[config.mk]
export PLATFORM = sky130hd
export DESIGN_NAME = sdm_modulator
export DESIGN_NICKNAME = d
export VERILOG_FILES = /design/src/rtl/sdm_modulator.sv
export SDC_FILE = /design/constraint.sdc
export NUM_CORES = 1
export LEC_CHECK = 0
export ABC_CLOCK_PERIOD_IN_PS = 15300
export BUFFER_PORTS_ARGS = -buffer_cell sky130_fd_sc_hd__buf_2
export CAP_MARGIN = 15
export CELL_PAD_IN_SITES_DETAIL_PLACEMENT = 1
export CELL_PAD_IN_SITES_GLOBAL_PLACEMENT = 1
export CORE_ASPECT_RATIO = 0.7
export CORE_MARGIN = 10
export CORE_UTILIZATION = 45
export CTS_CLUSTER_DIAMETER = 120
export DETAILED_ROUTE_END_ITERATION = 8
export GPL_TIMING_DRIVEN = 0
export PLACE_DENSITY_LB_ADDON = 0.12
export SYNTH_ARGS = -nofsm -noshare
export SYNTH_HDL_FRONTEND = slang
export SYNTH_SLANG_ARGS = --single-unit
export TNS_END_PERCENT = 5
[constraint.sdc]
create_clock -name clk -period 15.3 [get_ports clk]
set_clock_uncertainty 0.15 [all_clocks]
set_input_delay 3.825 -clock clk [delete_from_list [all_inputs] [get_ports clk]]
set_output_delay 3.825 -clock clk [all_outputs]
set_load 0.005 [all_outputs]
[src/rtl/sdm_modulator.sv]
// rtl/sdm_modulator.sv - second-order 1-bit sigma-delta modulator
// Each accepted PCM sample drives OSR integrator updates; a one-entry skid buffer stages the next sample.
module sdm_modulator #(
  parameter int DATA_W = 16,
  parameter int OSR    = 64,
  parameter int ACC_W  = DATA_W + 4
) (
  input  logic                     clk,
  input  logic                     rst_n,
  input  logic                     clear,
  input  logic                     valid_in,
  input  logic signed [DATA_W-1:0] din,
  output logic                     ready_in,
  output logic                     valid_out,
  output logic                     dout,
  output logic                     underrun
);

  localparam int SUM_W = ACC_W + 2;
  localparam int PH_W  = $clog2(OSR);
  localparam logic [PH_W-1:0] PH_LAST = PH_W'(OSR - 1);

  localparam logic signed [SUM_W-1:0] FS_POS =
    {{(SUM_W-DATA_W){1'b0}}, 1'b1, {(DATA_W-1){1'b0}}};
  localparam logic signed [SUM_W-1:0] FS_NEG = -FS_POS;
  localparam logic signed [SUM_W-1:0] SAT_MAX =
    {{(SUM_W-ACC_W+1){1'b0}}, {(ACC_W-1){1'b1}}};
  localparam logic signed [SUM_W-1:0] SAT_MIN = ~SAT_MAX;

  typedef enum logic {IDLE, RUN} state_t;

  state_t                     state;
  logic signed [ACC_W-1:0]    i1, i2;
  logic signed [ACC_W-1:0]    i1_next, i2_next;
  logic signed [DATA_W-1:0]   active, pending;
  logic                       pending_full;
  logic [PH_W-1:0]            phase;
  logic signed [SUM_W-1:0]    fb, sum1, sum2;

  function automatic logic signed [ACC_W-1:0] sat(input logic signed [SUM_W-1:0] v);
    if (v > SAT_MAX)
      return SAT_MAX[ACC_W-1:0];
    else if (v < SAT_MIN)
      return SAT_MIN[ACC_W-1:0];
    else
      return v[ACC_W-1:0];
  endfunction

  // Feedback uses the registered bit, so dout never depends combinationally on din.
  always_comb begin
    fb      = dout ? FS_POS : FS_NEG;
    sum1    = {{2{i1[ACC_W-1]}}, i1}
            + {{(SUM_W-DATA_W){active[DATA_W-1]}}, active} - fb;
    i1_next = sat(sum1);
    sum2    = {{2{i2[ACC_W-1]}}, i2} + {{2{i1_next[ACC_W-1]}}, i1_next} - fb;
    i2_next = sat(sum2);
  end

  assign ready_in = (state == IDLE) || !pending_full;

  always_ff @(posedge clk or negedge rst_n) begin
    if (!rst_n) begin
      state        <= IDLE;
      i1           <= '0;
      i2           <= '0;
      active       <= '0;
      pending      <= '0;
      pending_full <= 1'b0;
      phase        <= '0;
      valid_out    <= 1'b0;
      dout         <= 1'b0;
      underrun     <= 1'b0;
    end else if (clear) begin
      state        <= IDLE;
      i1           <= '0;
      i2           <= '0;
      active       <= '0;
      pending      <= '0;
      pending_full <= 1'b0;
      phase        <= '0;
      valid_out    <= 1'b0;
      dout         <= 1'b0;
      underrun     <= 1'b0;
    end else begin
      case (state)
        IDLE: begin
          if (valid_in) begin
            active <= din;
            phase  <= '0;
            state  <= RUN;
          end
        end
        RUN: begin
          i1        <= i1_next;
          i2        <= i2_next;
          dout      <= ~i2_next[ACC_W-1];
          valid_out <= 1'b1;
          // The update above still uses the old active value on a boundary edge.
          if (phase == PH_LAST) begin
            phase <= '0;
            if (pending_full) begin
              active       <= pending;
              pending_full <= 1'b0;
              underrun     <= 1'b0;
            end else begin
              underrun <= 1'b1;
            end
          end else begin
            phase    <= phase + 1'b1;
            underrun <= 1'b0;
          end
          if (valid_in && !pending_full) begin
            pending      <= din;
            pending_full <= 1'b1;
          end
        end
        default: state <= IDLE;
      endcase
    end
  end

endmodule

==> results.yml, run 1 <==
synth:
  yosys_warnings: 0
  yosysMostFrequentCell: "dfrtp_1"
  syn_avg_cell_area_sq_um: 9.25
  synth-seq-cells: 83
  synthTopCellsByArea: "dfrtp_1 (34%), ha_1 (10%), a21oi_1 (4.3%), nor2_1 (3.8%), o21ai_0 (3.6%)"
  synth_edf_count: 0
  synth_top_area_cell: "dfrtp_1"
  yosysSeqAreaShare: 0.340
  synth_top_area_share: 0.340
  async_flop_share: 1.00
  netlist_instances: 660
  synth_cell_types: 70
  synth_ff_type: "dfrtp_1"
  mappedNetlistArea_sq_mm: 0.00610
  syn_nets: 735
  synthTopCellsByCount: "dfrtp_1 (83), nor2_1 (62), a21oi_1 (52)"
floorplanning:
  ios: 24
  dieWidth_um: 159
  num_rows: 35
  dieHeight_um: 117
  start_util: 0.461
  design.die.area_sq_mm: 0.0187
  core_area_sq_mm: 0.0132
setup_path:
  crit_type: "register to register"
  cp_max_fo: 10
  critPathLaunchType: "register"
  r2r_end: "i2[18]"
  critPathMaxStageDelay_ps: 880
  crit_top_cell: "o21ai_0"
  ff2ff_path_depth: 38
  arrival_ps: 11110
  crit_path_top_delay_cell: "o311ai_0"
  worstPathRequired_ps: 15430
  r2r_setup_slack_ps: 4320
  end_kind: "register"
  regToRegStartpoint: "active[0]"
global_route:
  antenna_found_initial: 0
  grt_max_degree: 70
  first_global_vias: 5809
  grt_usage: 0.199
  overflow: 0
  grt_pass1_wl_um: 31100
clock_tree:
  postCtsSetupRepairBufs: 0
  htreeDepth: 3
  cts_resized: 0
  clock-root-buffer: "clkbuf_16"
  clk_path_buf_depth: 2
  cts_buffers: 9
  hold_buffers: 0
  cts.sinks: 83
  tritoncts: "done"
  clk_pin_slew_worst_paths_ps: 70
  clock_latency_ps: 350
finish:
  antenna_cells: 0
  syn_to_final_growth_pct: 12.0
  fin_nets: 770
  drive_above_1_share: 0.101
detailed_routing:
  drc: 0
  first_pass_iters: 4
  drt_iter0_drc: 322
  via_per_inst: 6.16
  wl_per_cell_um: 21.3
  vias: 5453
  antenna_left: 0
  totalWireLength_um: 18900
timing:
  period_minus_slack_ps: 10980
  max_freq_mhz: 91.0
  finalCritPeriodShare: 0.718
  report.final.setup_viol: 0
  setup_tns_ps: 0
  maxSlewViolCount: 0
  worst_pin_slew_ps: 997
  grt_setup_unrepaired: "false"
  maxSlewHeadroom: 0.327
  finalHoldViolCount: 0
place:
  portBuffers: 23
  dp_hpwl_um: 14600
  gp_congestion: 0.852
min_path:
  whs_endpoint: "phase[5]"
  holdCritStartpoint: "phase[5]"
  min_path_type: "register to register"
  holdPathStages: 1
run_status:
  status: "finished clean"
job:
  maxCapViolCount: 0
-- logic make-up (layout without fill, tap and decap cells) --
group,Yosys count,in the layout,share of synthesized area
AO/OA/AOI/OAI,248,248,0.298
AND/OR/NAND/NOR,173,173,0.135
flip-flops,83,83,0.340
adder cells (fa/ha/maj),55,55,0.118
buffers and inverters,55,95,0.0429
XOR/XNOR,43,43,0.0617
multiplexers,3,3,0.00492
-- layout by cell type, fill, tap and decap left out, types with 7 or more instances in the layout --
cell / count
a22o_1: 20
nand3_1: 13
a22oi_1: 16
o32ai_1: 9
ha_1: 51
dfrtp_1: 83
nor3_1: 11
a221o_1: 15
a21oi_1: 52
nor2_1: 62
clkbuf_1: 24
o21ai_0: 44
clkbuf_16: 9
a211oi_1: 10
a221o_2: 7
a21o_1: 17
inv_1: 22
nand2_1: 40
xor2_1: 19
buf_2: 22
xnor2_1: 24
-- sequential cells by signal, indices dropped and copies added, names as in the netlist --
| name | flops |
|---|---|
| i2 | 20 |
| state | 1 |
| underrun | 1 |
| pending | 16 |
| phase | 6 |
| i1 | 20 |
| active | 16 |
| dout | 1 |
| pending_full | 1 |
| valid_out | 1 |
-- through the flow --
stage	utilization	std cells	cell area, sq um	hold slack, ps	worst slack [ps]
after global placement	0.488	868	6450	316	5070
after CTS	0.517	885	6830	342	4570
after global routing	0.517	885	6830	368	3450
after detailed placement	0.490	869	6480	333	4750
after floorplan	-	660	6100	300	6980
final	0.517	885	6830	341	4320
-- worst max-delay path, delay by kind of cell, from the launching register on --
family                   cells  cell delay [ps]
AO/OA/AOI/OAI               21             6620
XOR/XNOR                     1              230
adder cells (fa/ha/maj)      6             1740
buffers and inverters        4              910
flip-flops                   1              400
AND/OR/NAND/NOR              6              870
-- worst max path at each step --
| stage | start | endpoint | slack [ps] | depth (start not counted) |
|---|---|---|---|---|
| floorplan | i1[0] | i2[18] | 6980 | 35 |
| global placement | i1[0] | i2[18] | 5070 | 35 |
| detailed placement | i1[0] | i2[15] | 4750 | 38 |
| CTS | active[0] | i2[9] | 4570 | 38 |
| global route | i1[0] | i2[18] | 3450 | 38 |
| finish | active[0] | i2[18] | 4320 | 38 |
-- layout make-up --
class	instances	area, sq um
fill	1571	6390
multi-input combinational	522	3760
sequential	83	2080
tap	185	231
clock buffer	9	225
buffer	33	179
timing repair buffer	24	145
clock inverter	7	128
inverter	22	82.6
-- metal layers --
metal  global-route usage  up-vias  part of all wire
li1                     -     2545                 -
met5                    0        -                 0
met4               0.0450        0             0.011
met2                0.312      111              0.45
met1                0.283     2779              0.49
met3               0.0283       18             0.046
Power of run 1 is not shown: default switching activity piles up to over one toggle a cycle in this logic, so the estimate is an artifact.
==> run 2, diff against run 1 <==
--- a/config.mk
+++ b/config.mk
@@ -5,14 +5,14 @@
 export SDC_FILE = /design/constraint.sdc
 export NUM_CORES = 1
 export LEC_CHECK = 0
-export ABC_CLOCK_PERIOD_IN_PS = 15300
+export ABC_CLOCK_PERIOD_IN_PS = 10070
 export BUFFER_PORTS_ARGS = -buffer_cell sky130_fd_sc_hd__buf_2
 export CAP_MARGIN = 15
 export CELL_PAD_IN_SITES_DETAIL_PLACEMENT = 1
 export CELL_PAD_IN_SITES_GLOBAL_PLACEMENT = 1
 export CORE_ASPECT_RATIO = 0.7
 export CORE_MARGIN = 10
-export CORE_UTILIZATION = 45
+export CORE_UTILIZATION = 44
 export CTS_CLUSTER_DIAMETER = 120
 export DETAILED_ROUTE_END_ITERATION = 8
 export GPL_TIMING_DRIVEN = 0
==> constraint.sdc (replaced) <==
create_clock -name clk -period 10.07 [get_ports clk]
set_clock_uncertainty 0.15 [all_clocks]
set_input_delay 2.5175 -clock clk [delete_from_list [all_inputs] [get_ports clk]]
set_output_delay 2.5175 -clock clk [all_outputs]
set_load 0.005 [all_outputs]
==> run 2 against run 1 <==
Effect of this change:
- non-clock buffer count rose by 5
- design area is 0.75% higher
- global-route usage fell by 0.53 points
- via count barely moved
- die area up 1.9%
- register-to-register slack got worse by 3800 ps
- routed wire length rose by 0.21%
- fmax increased by 15%
- critical endpoint is now i2[3]
==> results.yml, run 2 (synthesis results as in run 1) <==
run_status:
  status: "finished clean"
timing:
  maxSlewHeadroom: 0.484
  max_freq_mhz: 104
  setup_tns_ps: 0
  worst_pin_slew_ps: 768
  finalCritPeriodShare: 0.951
  period_minus_slack_ps: 9580
  finalHoldViolCount: 0
  report.final.setup_viol: 0
  maxSlewViolCount: 0
floorplanning:
  dieHeight_um: 119
  ios: 24
  design.die.area_sq_mm: 0.0191
  core_area_sq_mm: 0.0134
  num_rows: 35
  start_util: 0.457
  dieWidth_um: 161
setup_path:
  critPathMaxStageDelay_ps: 490
  crit_top_cell: "ha_1"
  crit_type: "register to register"
  crit_path_top_delay_cell: "a2111oi_1"
  worstPathRequired_ps: 10150
  r2r_end: "i2[3]"
  cp_max_fo: 10
  regToRegStartpoint: "i1[1]"
  ff2ff_path_depth: 35
  end_kind: "register"
  r2r_setup_slack_ps: 490
  arrival_ps: 9670
  critPathLaunchType: "register"
clock_tree:
  cts.sinks: 83
  htreeDepth: 3
  clk_pin_slew_worst_paths_ps: 70
  clock-root-buffer: "clkbuf_16"
  clock_latency_ps: 350
  cts_buffers: 9
  clk_path_buf_depth: 2
  hold_buffers: 0
  tritoncts: "done"
detailed_routing:
  drt_iter0_drc: 391
  via_per_inst: 6.13
  first_pass_iters: 9
  drc: 0
  totalWireLength_um: 18900
  antenna_left: 0
  vias: 5457
  wl_per_cell_um: 21.2
finish:
  most-common-layout-cells: "dfrtp_1 (83), nor2_1 (61), a21oi_1 (51), ha_1 (51), o21ai_0 (41)"
  layoutNonFillerInstCount: 890
  syn_to_final_growth_pct: 12.8
  fin_nets: 775
  fill_cells: 1555
  drive_above_1_share: 0.128
  final_common_cell: "dfrtp_1"
  postLayoutCellArea_sq_mm: 0.00688
  seq_area_sq_mm: 0.00208
  antenna_cells: 0
  post-route-util: 0.515
  multi_input_area_sq_mm: 0.00382
  reg.largest.list: "i1 (20), i2 (20)"
min_path:
  whs_endpoint: "phase[5]"
  holdCritStartpoint: "phase[5]"
  min_path_type: "register to register"
  holdPathStages: 1
global_route:
  grt_pass1_wl_um: 30300
  overflow: 0
  antenna_found_initial: 0
  grt_max_degree: 47
  first_global_vias: 5566
  grt_usage: 0.194
place:
  dp_hpwl_um: 14300
  gp_congestion: 0.889
  portBuffers: 23
  dp_cells: 869
  placed_cell_area_sq_mm: 0.00647
job:
  maxCapViolCount: 0
==> run 2: repair_timing <==
| action | in CTS | in global routing |
|---|---|---|
| endpoints found under the setup margin | 21 | 21 |
| buffers inserted | 3 | 2 |
| endpoints found under the hold margin | 0 | 0 |
| pin swaps | 2 | 2 |
| gates resized for setup | 6 | 18 |
==> run 2: area by class of cell <==
cell class | count | share of cell area
Tap cell | 185 | 0.0336
Clock inverter | 7 | 0.0104
Multi-Input combinational cell | 522 | 0.555
Inverter | 22 | 0.0120
Clock buffer | 9 | 0.0327
Buffer | 33 | 0.0269
Timing Repair Buffer | 29 | 0.0273
Sequential cell | 83 | 0.302
==> run 2: through the flow <==
stage                     worst slack [ps]  hold slack, ps
after detailed placement              -811             340
after CTS                             64.3             348
after global routing                 -72.2             372
after global placement                -352             312
after floorplan                       1750             300
final                                  489             346
==> run 2: routing by layer <==
metal | track usage | part of all wire
met1 | 0.282 | 0.50
met2 | 0.289 | 0.43
met3 | 0.0322 | 0.048
met4 | 0.0510 | 0.017
met5 | 0 | 0
==> run 2: worst max-delay path by stage <==
stage | slack (ps) | startpoint | depth (start not counted) | end
6_report | 490 | i1[1] | 35 | i2[3]
3_5_place_dp | -810 | i1[0] | 35 | i2[18]
5_1_grt | -70 | i1[1] | 37 | i2[8]
2_1_floorplan | 1750 | i1[0] | 35 | i2[18]
3_3_place_gp | -350 | i1[0] | 35 | i2[11]
4_1_cts | 60 | i1[1] | 37 | i2[2]
==> run 2: critical path, delay by kind of cell, from the launching register on <==
kind            cells  cell delay (ps)
fa+ha+maj           4             1470
simple gates       10             2120
flops               1              410
compound gates     16             4420
xor+xnor            1               90
buf+inv             4              770
Power of run 2 is left out for the same reason.
==> run 3, diff against run 2 <==
--- a/config.mk
+++ b/config.mk
@@ -12,8 +12,9 @@
 export CELL_PAD_IN_SITES_GLOBAL_PLACEMENT = 1
 export CORE_ASPECT_RATIO = 0.7
 export CORE_MARGIN = 10
-export CORE_UTILIZATION = 44
-export CTS_CLUSTER_DIAMETER = 120
+export CORE_UTILIZATION = 45
+export CTS_BUF_LIST = sky130_fd_sc_hd__clkbuf_4 sky130_fd_sc_hd__clkbuf_8
+export CTS_CLUSTER_DIAMETER = 150
 export DETAILED_ROUTE_END_ITERATION = 8
 export GPL_TIMING_DRIVEN = 0
 export PLACE_DENSITY_LB_ADDON = 0.12
==> run 3 against run 2 <==
Effect of this change:
- core utilization about the same
- sequential share of layout area up 0.32 points
- routed wire length down 1.8%
- non-clock buffer count down 2
- fmax up 0.20%
- setup slack better by 19 ps
==> results.yml, run 3 (synthesis results as in run 1) <==
run_status:
  status: "finished clean"
clock_tree:
  clock_latency_ps: 380
  cts.sinks: 83
  clk_pin_slew_worst_paths_ps: 100
  hold_buffers: 0
  htreeDepth: 3
  clk_path_buf_depth: 2
  tritoncts: "done"
  cts_buffers: 9
  clock-root-buffer: "clkbuf_8"
finish:
  fill_cells: 1583
  post-route-util: 0.515
  final_common_cell: "dfrtp_1"
  multi_input_area_sq_mm: 0.00380
  postLayoutCellArea_sq_mm: 0.00681
  drive_above_1_share: 0.119
  seq_area_sq_mm: 0.00208
  most-common-layout-cells: "dfrtp_1 (83), nor2_1 (62), a21oi_1 (51), ha_1 (51), o21ai_0 (41)"
  antenna_cells: 0
  syn_to_final_growth_pct: 11.6
  reg.largest.list: "i1 (20), i2 (20)"
  fin_nets: 773
floorplanning:
  dieHeight_um: 117
  ios: 24
  dieWidth_um: 159
  num_rows: 35
  start_util: 0.461
  core_area_sq_mm: 0.0132
  design.die.area_sq_mm: 0.0187
timing:
  fin_ws_ps: 508
  finalHoldViolCount: 0
  setup_tns_ps: 0
  maxSlewViolCount: 0
  report.final.setup_viol: 0
  max_freq_mhz: 105
  worst_pin_slew_ps: 736
  maxSlewHeadroom: 0.507
  period_minus_slack_ps: 9560
  finalCritPeriodShare: 0.950
global_route:
  overflow: 0
  grt_max_degree: 70
  first_global_vias: 5748
  antenna_found_initial: 0
  grt_usage: 0.195
  grt_pass1_wl_um: 30600
detailed_routing:
  via_per_inst: 6.10
  drt_iter0_drc: 354
  wl_per_cell_um: 20.9
  antenna_left: 0
  drc: 0
  first_pass_iters: 4
  vias: 5419
  totalWireLength_um: 18600
setup_path:
  worstPathRequired_ps: 10180
  crit_path_top_delay_cell: "a221oi_4"
  crit_type: "register to register"
  critPathMaxStageDelay_ps: 460
  critPathLaunchType: "register"
  ff2ff_path_depth: 37
  cp_max_fo: 10
  end_kind: "register"
  arrival_ps: 9670
place:
  portBuffers: 23
  place_ws_ps: -479
  placed_cell_area_sq_mm: 0.00648
  dp_hpwl_um: 14600
  gp_congestion: 0.852
min_path:
  min_path_type: "register to register"
  holdPathStages: 1
job:
  maxCapViolCount: 0
-- run 3: worst max-delay path, delay by kind of cell (launching register included) --
family | cells | cell delay [ps]
AOI/OAI and AO/OA | 20 | 4800
xor gates and xnor gates | 1 | 90
adders and majority gates | 5 | 1840
buffers and inverters | 4 | 730
DFF | 1 | 440
and+or+nand+nor | 7 | 1390
-- run 3: path summary, 6_finish.rpt --
kind	startpoint	endpoint	slack, ps
worst max-delay path	i1[1]	i2[2]	510
worst min-delay path	phase[5]	phase[5]	350
worst max register to register	i1[1]	i2[2]	510
worst min register to register	phase[5]	phase[5]	350
max in group asynchronous	rst_n	i2[19]	7330
min in group asynchronous	rst_n	i1[13]	1820
-- run 3: timing repair --
item	4_1_cts	5_1_grt
resized for setup	3	19
pin swaps	2	1
hold endpoints to repair	0	0
setup endpoints to repair	19	21
setup buffers	3	0
-- run 3: through the flow --
stage	instances	hold WS [ps]
3_3_place_gp	868	316
5_1_grt	888	372
2_1_floorplan	660	300
4_1_cts	888	346
3_5_place_dp	869	333
6_report	888	348
-- run 3: layout make-up --
class / count / area share
buffer: 33 / 0.0272
clock buffer: 9 / 0.0182
clock inverter: 7 / 0.0187
inverter: 22 / 0.0121
multi-input combinational: 522 / 0.558
sequential: 83 / 0.305
tap: 185 / 0.0340
timing repair buffer: 27 / 0.0265
-- run 3: routing by layer --
metal  GRT usage  vias to the layer above  part of all wire
li1            -                     2551                 -
met1       0.279                     2764              0.50
met2       0.304                       89              0.45
met3      0.0304                       15             0.041
met4      0.0364                        0            0.0089
met5           0                        -                 0
Power of run 3 is left out for the same reason.
